### src/rtl/mem_ctrl_pkg.sv
// Shared definitions for the memory-stage controller: Ctrl bit positions,
// FSM state encoding and decoded operation class.
package mem_ctrl_pkg;

    localparam int CTRL_W     = 7;
    localparam int BIT_RD     = 6;
    localparam int BIT_WORD   = 5;
    localparam int BIT_RSVD   = 4;
    localparam int BIT_INC    = 3;
    localparam int BIT_ROMSEL = 2;
    localparam int BIT_WB     = 1;
    localparam int BIT_WR     = 0;

    typedef enum logic [2:0] {
        S_IDLE,
        S_KWAIT,
        S_RWAIT,
        S_WRITE,
        S_DONE
    } state_t;

    typedef enum logic [2:0] {
        OP_NONE,
        OP_KREAD,
        OP_PREAD,
        OP_WRITE,
        OP_ILLEGAL
    } op_t;

    // Illegal combinations take priority over any access decode.
    function automatic op_t classify(input logic [CTRL_W-1:0] ctrl);
        op_t op;
        op = OP_NONE;
        if ((ctrl[BIT_RD] && ctrl[BIT_WR]) || (ctrl[BIT_WR] && ctrl[BIT_ROMSEL]))
            op = OP_ILLEGAL;
        else if (ctrl[BIT_RD])
            op = ctrl[BIT_ROMSEL] ? OP_PREAD : OP_KREAD;
        else if (ctrl[BIT_WR])
            op = OP_WRITE;
        return op;
    endfunction

endpackage

### src/rtl/wrap_ptr.sv
// Up-counter with an increment strobe that wraps from N-1 back to zero.
module wrap_ptr #(
    parameter int W = 4,
    parameter int N = 9
) (
    input  logic         clk,
    input  logic         reset,
    input  logic         inc,
    output logic [W-1:0] ptr
);

    // NOTE: state registers use non-blocking assignments so every flop samples
    // pre-edge values regardless of block evaluation order.
    always_ff @(posedge clk or posedge reset) begin
        if (reset)
            ptr <= '0;
        else if (inc)
            ptr <= (ptr == W'(N - 1)) ? '0 : ptr + 1'b1;
    end

endmodule

### src/rtl/mem_section_ctrl.sv
// Memory-stage responder: kernel reads, image-ROM pixel reads and output-RAM
// writes, with auto-incrementing pointers and a combinational pipeline stall.
module mem_section_ctrl
    import mem_ctrl_pkg::*;
#(
    parameter int DATA_W   = 32,
    parameter int KADDR_W  = 4,
    parameter int KER_SIZE = 9,
    parameter int IADDR_W  = 16,
    parameter int IMG_PIX  = 65536,
    parameter int OADDR_W  = 16,
    parameter int ROM_LAT  = 2
) (
    input  logic               clk,
    input  logic               reset,
    input  logic               m_valid,
    input  logic [CTRL_W-1:0]  m_ctrl,
    input  logic [31:0]        m_addr,
    input  logic [DATA_W-1:0]  m_wdata,
    output logic               m_stall,
    output logic [DATA_W-1:0]  m_rdata,
    output logic               m_rvalid,
    output logic               m_err,
    output logic               kmem_en,
    output logic [KADDR_W-1:0] kmem_addr,
    input  logic [DATA_W-1:0]  kmem_rdata,
    output logic               irom_en,
    output logic [IADDR_W-1:0] irom_addr,
    input  logic [7:0]         irom_rdata,
    output logic               oram_we,
    output logic [OADDR_W-1:0] oram_addr,
    output logic [DATA_W-1:0]  oram_wdata,
    input  logic               oram_ready
);

    localparam int CNT_W = (ROM_LAT > 1) ? $clog2(ROM_LAT) : 1;

    state_t              state, state_nxt;
    op_t                 op;
    logic                idle_valid;
    logic [CNT_W-1:0]    lat_cnt;
    logic [DATA_W-1:0]   rdata_q;
    logic                wb_q;
    logic [OADDR_W-1:0]  waddr_q;
    logic [DATA_W-1:0]   wdata_q;
    logic [DATA_W-1:0]   store_data;
    logic [KADDR_W-1:0]  kptr;
    logic [IADDR_W-1:0]  pptr;
    logic                unused_ok;

    assign op = classify(m_ctrl);

    // NOTE: reset also gates the accept decode so no enable, stall or error
    // can leak out combinationally while reset is held with m_valid high.
    assign idle_valid = (state == S_IDLE) && m_valid && !reset;

    assign store_data = m_ctrl[BIT_WORD] ? m_wdata : {{(DATA_W-8){1'b0}}, m_wdata[7:0]};
    assign kmem_addr  = m_ctrl[BIT_INC] ? kptr : m_addr[KADDR_W-1:0];
    assign irom_addr  = m_ctrl[BIT_INC] ? pptr : m_addr[IADDR_W-1:0];
    assign oram_addr  = (state == S_WRITE) ? waddr_q : m_addr[OADDR_W-1:0];
    assign oram_wdata = (state == S_WRITE) ? wdata_q : store_data;
    assign m_rdata    = rdata_q;
    assign unused_ok  = ^{m_ctrl[BIT_RSVD], m_addr};

    wrap_ptr #(.W(KADDR_W), .N(KER_SIZE)) u_kptr (
        .clk   (clk),
        .reset (reset),
        .inc   (kmem_en && m_ctrl[BIT_INC]),
        .ptr   (kptr)
    );

    wrap_ptr #(.W(IADDR_W), .N(IMG_PIX)) u_pptr (
        .clk   (clk),
        .reset (reset),
        .inc   (irom_en && m_ctrl[BIT_INC]),
        .ptr   (pptr)
    );

    // NOTE: every output of this block gets a default first, so no path through
    // the case statement can infer a latch.
    always_comb begin
        state_nxt = state;
        m_stall   = 1'b0;
        m_err     = 1'b0;
        m_rvalid  = 1'b0;
        kmem_en   = 1'b0;
        irom_en   = 1'b0;
        oram_we   = 1'b0;
        case (state)
            S_IDLE: begin
                if (idle_valid) begin
                    case (op)
                        OP_KREAD: begin
                            kmem_en   = 1'b1;
                            m_stall   = 1'b1;
                            state_nxt = S_KWAIT;
                        end
                        OP_PREAD: begin
                            irom_en   = 1'b1;
                            m_stall   = 1'b1;
                            state_nxt = S_RWAIT;
                        end
                        OP_WRITE: begin
                            oram_we   = 1'b1;
                            m_stall   = !oram_ready;
                            state_nxt = oram_ready ? S_DONE : S_WRITE;
                        end
                        OP_ILLEGAL: m_err = 1'b1;
                        default: ;
                    endcase
                end
            end
            S_KWAIT: begin
                m_stall   = 1'b1;
                state_nxt = S_DONE;
            end
            S_RWAIT: begin
                m_stall = 1'b1;
                if (lat_cnt == '0)
                    state_nxt = S_DONE;
            end
            S_WRITE: begin
                m_stall = 1'b1;
                oram_we = 1'b1;
                if (oram_ready)
                    state_nxt = S_DONE;
            end
            S_DONE: begin
                m_rvalid  = wb_q;
                state_nxt = S_IDLE;
            end
            default: state_nxt = S_IDLE;
        endcase
    end

    always_ff @(posedge clk or posedge reset) begin
        if (reset) begin
            state   <= S_IDLE;
            lat_cnt <= '0;
            rdata_q <= '0;
            wb_q    <= 1'b0;
            waddr_q <= '0;
            wdata_q <= '0;
        end else begin
            state <= state_nxt;
            if (state == S_IDLE)
                wb_q <= m_ctrl[BIT_WB] && m_ctrl[BIT_RD];
            if (irom_en)
                lat_cnt <= CNT_W'(ROM_LAT - 1);
            else if (state == S_RWAIT && lat_cnt != '0)
                lat_cnt <= lat_cnt - 1'b1;
            if (state == S_KWAIT)
                rdata_q <= kmem_rdata;
            if (state == S_RWAIT && lat_cnt == '0)
                rdata_q <= {{(DATA_W-8){1'b0}}, irom_rdata};
            // Address and data are captured so the write stays stable while RAM is busy.
            if (oram_we && state == S_IDLE) begin
                waddr_q <= m_addr[OADDR_W-1:0];
                wdata_q <= store_data;
            end
        end
    end

endmodule

### config.mk
export PLATFORM = sky130hd
export DESIGN_NAME = mem_section_ctrl
export DESIGN_NICKNAME = d
export VERILOG_FILES = /design/src/rtl/mem_ctrl_pkg.sv /design/src/rtl/wrap_ptr.sv /design/src/rtl/mem_section_ctrl.sv
export SDC_FILE = /design/constraint.sdc
export NUM_CORES = 1
export LEC_CHECK = 0
export ABC_AREA = 1
export BUFFER_PORTS_ARGS = -buffer_cell sky130_fd_sc_hd__buf_4
export CORE_ASPECT_RATIO = 1.1
export CORE_UTILIZATION = 30
export DETAILED_ROUTE_END_ITERATION = 8
export GPL_TIMING_DRIVEN = 0
export HOLD_SLACK_MARGIN = 0.15
export MAX_ROUTING_LAYER = met4
export SLEW_MARGIN = 20
export SYNTH_ARGS = -nofsm -noshare
export SYNTH_HDL_FRONTEND = slang
export SYNTH_HIERARCHICAL = 1
export SYNTH_SLANG_ARGS = --single-unit
export TNS_END_PERCENT = 100
### constraint.sdc
create_clock -name clk -period 7.18 [get_ports clk]
set_clock_uncertainty 0.1 [all_clocks]
set_input_delay 0.718 -clock clk [delete_from_list [all_inputs] [get_ports clk]]
set_output_delay 0.718 -clock clk [all_outputs]
set_load 0.01 [all_outputs]
==> Word level (Yosys, flattened, before mapping) <==
Cells that the tools add are included.
{ "classes": {"bitwise": 1, "n_addsub": 3, "n_eq_ne": 14, "n_mux": 37, "reduce_logical": 19} }
{ "ops": {"columns": ["operator", "count"], "rows": [
  ["2-to-1 mux 32 bit", 4],
  ["2-to-1 mux 16 bit", 3],
  ["adder 16 x 1 -> 16 bit, second input constant", 1],
  ["== test 16 bit, second input constant", 1],
  ["2-to-1 mux 1 bit", 15],
  ["2-to-1 mux 3 bit", 5],
  ["== test 3 x 2 -> 1 bit, second input constant", 4],
  ["one-hot mux 3 bit (4 select lines)", 1],
  ["logical AND 1 bit", 10],
  ["one-hot mux 3 bit (3 select lines)", 1],
  ["2-to-1 mux 4 bit", 2],
  ["== test 3 x 1 -> 1 bit, second input constant", 2],
  ["== test 3 bit, second input constant", 2],
  ["2-to-1 mux 2 bit", 3],
  ["!= test 2 bit, second input constant", 3],
  ["one-hot mux 1 bit (2 select lines)", 3],
  ["adder 4 x 1 -> 4 bit, second input constant", 1],
  ["== test 4 bit, second input constant", 1],
  ["!= test 4 x 1 -> 1 bit, second input constant", 1],
  ["AND reduction 4 bit", 1],
  ["nonzero test 2 bit", 2],
  ["logical NOT 3 bit", 1],
  ["OR reduction 3 bit", 1],
  ["logical NOT 1 bit", 2],
  ["other kinds (4)", 4]
]} }
{ "word_totals": {"reg_bits": 105, "output_inout_bits": 106, "in_bits": 115, "wordCells": 82} }

==> Logic depth before layout (Yosys ltp) <==
Gate-level depths: netlist of the first run.
{ "depth": {"ltp_word": 8, "depth_mapped": 15, "mapped_depth_nobuf": 15} }

==> Hierarchy <==
The synthesis of the first run kept the hierarchy.
{ "modules_own_cells": {"columns": ["module", "cells_per_inst", "instances", "area_each_um2"], "rows": [
  ["mem_section_ctrl", 569, 1, 4256.6],
  ["wrap_ptr at u_pptr", 107, 1, 889.6],
  ["wrap_ptr at u_kptr", 27, 1, 219.0]
]} }

==> Least setup slack after synthesis of the first run <==
No wires, ideal clock.
{ "synth_path": {"path_kind": "input to register", "startpoint": "in reset", "endpoint": "reg u_pptr.ptr[15]", "path_buffers": 0, "path_stages": 14, "arrival_time_ns": 4.151, "setup_slack_ns": 2.810, "required_time_ns": 6.961, "setup_ns": 0.119, "path_cell_list": "inv_1 -> nand2_1 -> inv_1 -> nand2_1 -> nor2_1 -> inv_1 -> nor2_1 -> nand2_2 -> nor2_4 -> nand2_2 -> nor2_4 -> nand3_1 -> nand2_1 -> nor2_1"} }
{ "synth_via": {"elab_chain_cells": 5} }
{ "synth_rtl": {"columns": ["item", "line", "text"], "rows": [
  ["from (decl)", "mem_section_ctrl.sv:15", "input logic reset,"],
  ["logical NOT 1 bit (no source line)", null, null],
  ["logical AND 1 bit", "mem_section_ctrl.sv:55", "assign idle_valid = (state == S_IDLE) && m_valid && !reset;"],
  ["2-to-1 mux 1 bit", "mem_section_ctrl.sv:91", "if (idle_valid) begin"],
  ["2-to-1 mux 1 bit", "mem_section_ctrl.sv:89", "case (state)"],
  ["net irom_en", "mem_section_ctrl.sv:27", "output logic irom_en,"],
  ["logical AND 1 bit", "mem_section_ctrl.sv:75", ".inc (irom_en && m_ctrl[BIT_INC]),"],
  ["to (signal assigned)", "wrap_ptr.sv:18", "ptr <= (ptr == W'(N - 1)) ? '0 : ptr + 1'b1;"],
  ["to (decl)", "wrap_ptr.sv:9", "output logic [W-1:0] ptr"]
]} }
The timed path passes the listed nets, and every way through them passes these cells.
A chain may end at the register's enable or synchronous reset.

==> Final worst setup path of the first run <==
{ "layout_path": {"startpoint": "in reset", "endpoint": "out oram_we"} }
{ "layout_via": {"elab_chain_cells": 4} }
{ "layout_rtl": {"columns": ["item", "line", "text"], "rows": [
  ["logical NOT 1 bit (no source line)", null, null],
  ["logical AND 1 bit", "mem_section_ctrl.sv:55", null],
  ["2-to-1 mux 1 bit", "mem_section_ctrl.sv:91", null],
  ["one-hot mux 1 bit (2 select lines)", "mem_section_ctrl.sv:89", null],
  ["to (decl)", "mem_section_ctrl.sv:30", "output logic oram_we,"]
]} }
No other way between the ends.

==> results of run 1 <==
-- sequential cells by signal, indices dropped and copies added, names as in the netlist --
signal      flops
u_kptr/ptr      4
state           3
waddr_q        16
wb_q            1
u_pptr/ptr     16
lat_cnt         1
wdata_q        32
m_rdata        32
-- cells in the mapped netlist (all sizes together) --
cell and count:
nand2 269, o21ai 113, dfrtp 105, inv 56
nor2 39, nand3 31, a21oi 28, buf 22
clkbuf 12, xor2 9, nand4 4, ha 3
nor3 3, xnor2 3, nand3b 2, and2 1
mux2i 1, nor4 1, o21bai 1
-- placed cells by master (no fill, tap or decap), types with 2 or more instances in the layout --
master	Yosys	layout
nor2_1	29	29
nand3b_1	2	2
nand2_2	5	5
clkbuf_1	12	12
xor2_1	9	9
o21ai_1	32	32
buf_6	4	4
nand3_1	29	29
inv_2	5	5
nor3_1	3	3
bufinv_16	0	2
buf_4	5	208
inv_1	51	50
clkbuf_16	0	9
buf_2	13	13
o21ai_0	81	81
nor2_4	4	4
ha_1	3	3
nand2_1	264	264
nand4_1	3	3
nor2_2	6	6
dfrtp_1	105	105
xnor2_1	3	3
inv_6	0	4
a21oi_1	28	28
-- kinds of logic after synthesis --
family                     after synthesis  share of synthesized area
buffers and inverters                   90                     0.0751
adders and majority gates                3                    0.00700
muxes                                    1                    0.00187
AOI/OAI and AO/OA                      142                      0.133
DFF                                    105                      0.490
and+or+nand+nor                        350                      0.274
xor gates and xnor gates                12                     0.0196
-- power by group through the flow --
| stage | registers, mW | clock network, mW | logic [mW] |
|---|---|---|---|
| after floorplan | 0.970 | 0 | 0.415 |
| after global placement | 0.949 | 0 | 0.779 |
| after detailed placement | 0.955 | 0 | 0.794 |
| after CTS | 0.946 | 0.554 | 0.794 |
| after global routing | 0.974 | 0.582 | 0.887 |
| final | 0.946 | 0.546 | 0.780 |
-- per-layer routing --
layer	GRT usage	vias to the layer above
li1	-	2670
met1	0.238	2471
met2	0.291	156
met3	0.0305	14
met4	0.0606	0
met5	-	-
-- worst register-to-register path: cells and delay by family (launching register included) --
family                 cells  cell delay [ps]
flip-flops                 1              430
AND/OR/NAND/NOR           12             1820
buffers and inverters      2              210
-- how the worst max path moves through the flow --
stage / to / slack, ps / cells after the start
3_3_place_gp: u_pptr/ptr[15] / 1470 / 15
2_1_floorplan: u_pptr/ptr[15] / 2810 / 14
4_1_cts: oram_we / 3850 / 9
6_report: oram_we / 3930 / 9
3_5_place_dp: u_pptr/ptr[15] / 3570 / 16
5_1_grt: u_pptr/ptr[15] / 3620 / 16
-- final cells by class --
type	instances	area [sq um]	share of cell area
Buffer	34	193	0.0255
Clock buffer	9	225	0.0299
Clock inverter	7	98.8	0.0131
Inverter	56	215	0.0285
Multi-Input combinational cell	508	2340	0.310
Sequential cell	105	2630	0.348
Tap cell	234	293	0.0388
Timing Repair Buffer	204	1550	0.206
==> flow_summary.json, run 1 <==
{
  "overflow": 0,
  "drt_wl_total_um": 16200,
  "ys_top_cells_by_area": "dfrtp_1 (49%), nand2_1 (18%), o21ai_0 (7.6%)",
  "drt_iter0_markers": 254,
  "arrival_ps": 2430,
  "crit_family": "buffers and inverters",
  "crit_required_ps": 6360,
  "grt_max_degree": 47,
  "finalCriticalPeriod_ps": 3250,
  "nFillCells": 1832,
  "grt_setup_unrepaired": "no",
  "worst_slack_ps": 3930,
  "cp_cell_sequence": "buf_4, inv_6, buf_16, nand2_1, inv_1, nand4_4, buf_2, o21ai_0, buf_4",
  "hold_class": "input pin to async pin",
  "p_leak_nw": 3.80,
  "fin_util": 0.437,
  "placed_cells": 1141,
  "portBuffers": 203,
  "power_frac_comb": 0.343,
  "fin_setup_tns_ps": 0,
  "max_slew_margin": 0.534,
  "layout.nets": 1036,
  "r2r-start": "state[1]",
  "reg2reg_to": "u_pptr/ptr[15]",
  "pwr-share-clk": 0.240,
  "grt_pass1_vias": 5008,
  "cts_buffer_depth": 2,
  "cpMostUsedCell": "buf_4",
  "pin_count": 221,
  "critical-path-max-stage-delay_ps": 290,
  "post_cts_buffers": 0,
  "syn_nets": 821,
  "die_width_um": 130,
  "fin_area_sq_um": 7540,
  "synth_seq_cells": 105,
  "holdBufCountCts": 0,
  "clock_latency_ps": 350,
  "yosys.area.top_type": "dfrtp_1",
  "crit_start": "reset",
  "die_h_um": 142,
  "cts_tree": "built",
  "stdcell_count": 1157,
  "synth.distinct_cells": 29,
  "core_sq_um": 17300,
  "intPower_mw": 1.49,
  "met3WireLength_um": 987,
  "slew_viol_final": 0,
  "drive_gt1_frac": 0.289,
  "synthesis.area_sq_um": 5370,
  "area_delta_synth_final_pct": 40.6,
  "die-area_sq_um": 18400,
  "reg2reg_depth": 14,
  "pre_cts_ws_ps": 3570,
  "switching_share": 0.346,
  "critPathSlowestCell": "inv_6",
  "timing.critical_path.buf_inv": 6,
  "place.gp.congestion": 0.824,
  "syn_avg_cell_area_sq_um": 7.63,
  "path_class": "input pin to primary output",
  "finalSetupViolations": 0,
  "met2WireLength_um": 7700,
  "fin_crit_sh": 0.453,
  "r2r_setup_slack_ps": 4530,
  "diodes": 0,
  "final_hold_viol_count": 0,
  "placed_area_sq_um": 7210,
  "wl_met1_um": 7310,
  "grt_pass1_wl_um": 25500,
  "rows": 50,
  "hold_slack_ps": 185,
  "top_layer_used": "met4",
  "drc": 0,
  "tightest_slew_ps": 693,
  "wire_per_inst_um": 14.0,
  "clk_pin_slew_worst_paths_ps": 80,
  "p_per_area_nw_per_um2": 301,
  "cts_htree_levels": 3,
  "worstPathMaxFanout": 46,
  "max_freq_ghz": 0.308,
  "power_frac_seq": 0.416,
  "maxCapViolations": 0,
  "ys_seq_area_frac": 0.490,
  "synth_cells": 703,
  "vias_per_cell": 4.59,
  "vias": 5311,
  "detail-route-antenna-nets": 0,
  "p_switching_mw": 0.786,
  "status": "finished clean",
  "crit_path_start_kind": "input pin",
  "synthDominantCellAreaShare": 0.490,
  "start_util": 0.311,
  "synth.yosys.warnings": 6,
  "vdd_drop_max_mv": 0.150,
  "grt_usage": 0.184,
  "place_hpwl_um": 12500,
  "clock_sinks": 105,
  "end_kind": "primary output",
  "ctsResizeCount": 0,
  "antenna_found_initial": 0,
  "power_mw": 2.27,
  "cts_buffers": 9,
  "first_pass_iters": 5,
  "clockRootBuffer": "clkbuf_16"
}
(Power assumes the default switching activity.)
==> run 2, diff against run 1 <==
Settings changed: ABC_AREA 1 to 0.
Clock period 7.18 ns to 3.4 ns, I/O delays scaled along.
==> run 2 against run 1 <==
  * Critical path depth grew 2
  * Count of clock-buffer cells in the layout is the same
  * Non-clock buffer count grew 60
  * Worst setup slack lost 3200 ps
  * Global-route usage shrank 0.44 points
==> flow_summary.json, run 2 <==
{
  "first_pass_iters": 4,
  "power_mw": 4.17,
  "die_width_um": 130,
  "status": "finished clean",
  "layout_commonest_cell": "buf_4",
  "critical-path-max-stage-delay_ps": 530,
  "synth-edff-count": 0,
  "layout.nets": 938,
  "synth.distinct_cells": 53,
  "hold_class": "input pin to flip-flop",
  "grt_pass1_vias": 4961,
  "syn_avg_cell_area_sq_um": 9.90,
  "async_flop_share": 1.00,
  "synth_most_common_cell": "nand2_1",
  "wire_per_inst_um": 15.0,
  "cts_buffers": 9,
  "yosys.area.top_type": "dfrtp_1",
  "pre_cts_ws_ps": 889,
  "place_hpwl_um": 11300,
  "finalCriticalPeriod_ps": 2710,
  "rows": 51,
  "critPathSlowestCell": "dlygate4sd3_1",
  "syn_nets": 665,
  "portBuffers": 202,
  "crit_family": "simple AND/OR/NAND/NOR gates",
  "fin_setup_tns_ps": 0,
  "clock_sinks": 105,
  "max_freq_ghz": 0.368,
  "synthDominantCellAreaShare": 0.485,
  "post_cts_buffers": 0,
  "clock_latency_ps": 360,
  "end_kind": "flip-flop",
  "cts_htree_levels": 3,
  "layout_common_cells": "buf_4 (204), nand2_1 (131), dfrtp_1 (105)",
  "grt_max_degree": 45,
  "drt_iter0_markers": 243,
  "placed_cells": 988,
  "diodes": 0,
  "worstPathMaxFanout": 8,
  "synth_cells": 547,
  "drive_gt1_frac": 0.388,
  "slew_viol_final": 0,
  "ys_seq_area_frac": 0.485,
  "detail-route-antenna-nets": 0,
  "fin_crit_sh": 0.798,
  "synth_seq_cells": 105,
  "vias_per_cell": 4.74,
  "yosys-top-cells-count": "nand2_1 (131), dfrtp_1 (105), mux2_2 (55)",
  "stdcell_count": 1062,
  "placed_area_sq_um": 7260,
  "cts_tree": "built",
  "grt_setup_unrepaired": "no",
  "cp_cell_sequence": "dlygate4sd3_1, buf_4, nor2b_1, and4_1, and2_1, buf_2, nand4_4, nor3_4, and3_1, buf_6, nor2_1",
  "grt_usage": 0.179,
  "cts_buffer_depth": 2,
  "worst_slack_ps": 686,
  "ys_top_cells_by_area": "dfrtp_1 (48%), mux2_2 (11%), nand2_1 (9.1%)",
  "drc": 0,
  "area_delta_synth_final_pct": 51.6,
  "p_leak_nw": 3.98,
  "yosys_most_used_dff": "dfrtp_1",
  "fin_util": 0.465,
  "clk_pin_slew_worst_paths_ps": 70,
  "timing.critical_path.buf_inv": 4,
  "ctsResizeCount": 0,
  "crit_required_ps": 3540,
  "final_hold_viol_count": 0,
  "pin_count": 221,
  "vias": 5031,
  "arrival_ps": 2850,
  "vdd_drop_max_mv": 0.253,
  "max_slew_margin": 0.374,
  "crit_path_start_kind": "input pin",
  "synthesis.area_sq_um": 5420,
  "finalSetupViolations": 0,
  "path_class": "input pin to flip-flop",
  "core_sq_um": 17700,
  "place.gp.congestion": 0.782,
  "maxCapViolations": 0,
  "grt_pass1_wl_um": 24900,
  "p_per_area_nw_per_um2": 508,
  "overflow": 0,
  "hold_slack_ps": 161,
  "fin_area_sq_um": 8220,
  "clockRootBuffer": "clkbuf_16",
  "die_h_um": 143,
  "antenna_found_initial": 0,
  "tightest_slew_ps": 931,
  "r2r_setup_slack_ps": 880,
  "die-area_sq_um": 18600,
  "start_util": 0.307,
  "synth.yosys.warnings": 6,
  "nFillCells": 1681,
  "drt_wl_total_um": 15900
}
[run 2: cell families after synthesis]
kind of cell / after synthesis / synth area share
xor+xnor: 13 / 0.0210
simple gates: 190 / 0.173
buf+inv: 44 / 0.0492
flops: 105 / 0.485
fa+ha+maj: 3 / 0.00693
mux: 62 / 0.132
compound gates: 130 / 0.133
[run 2: worst paths after layout]
path                                  to        start  cells after the start
max                        u_pptr/ptr[0]        reset                     11
min reg2reg                   m_rdata[4]   m_rdata[4]                      1
max reg2reg                u_pptr/ptr[0]     state[2]                     10
max in group asynchronous     wdata_q[9]        reset                      4
min                          wdata_q[17]  m_wdata[17]                      3
min in group asynchronous  u_kptr/ptr[1]        reset                      3
[run 2: cell type report]
class / instances / area, sq um / area share
Clock buffer: 9 / 225 / 0.0274
Clock inverter: 6 / 138 / 0.0168
Multi-Input combinational cell: 398 / 2520 / 0.307
Sequential cell: 105 / 2630 / 0.320
Inverter: 8 / 32.5 / 0.00396
Timing Repair Buffer: 262 / 2130 / 0.260
Buffer: 36 / 236 / 0.0288
Tap cell: 238 / 298 / 0.0362
[run 2: worst register-to-register path, stage by stage (launching register included)]
cell	delay, ps
dfrtp_1	390
buf_6	160
nor3_4	270
and4_1	300
and2_1	130
buf_2	190
nand4_4	180
nor3_4	290
and3_1	210
buf_6	130
nor2_1	50
[run 2: what timing repair did]
action,CTS,global route
endpoints found under the hold margin,121,0
endpoints found under the setup margin,0,0
hold buffers,59,0
[run 2: report_power, final]
group / switching [mW] / leakage [nW] / internal (mW) / total (mW)
logic: 0.494 / 2.45 / 0.640 / 1.13
registers: 0.189 / 1.35 / 1.56 / 1.75
clock network: 0.492 / 0.177 / 0.796 / 1.29
[run 2: per-layer routing]
| layer | GRT usage | part of all wire |
|---|---|---|
| met5 | - | 0 |
| met4 | 0.0661 | 0.018 |
| met3 | 0.0270 | 0.039 |
| met2 | 0.296 | 0.50 |
| met1 | 0.221 | 0.45 |
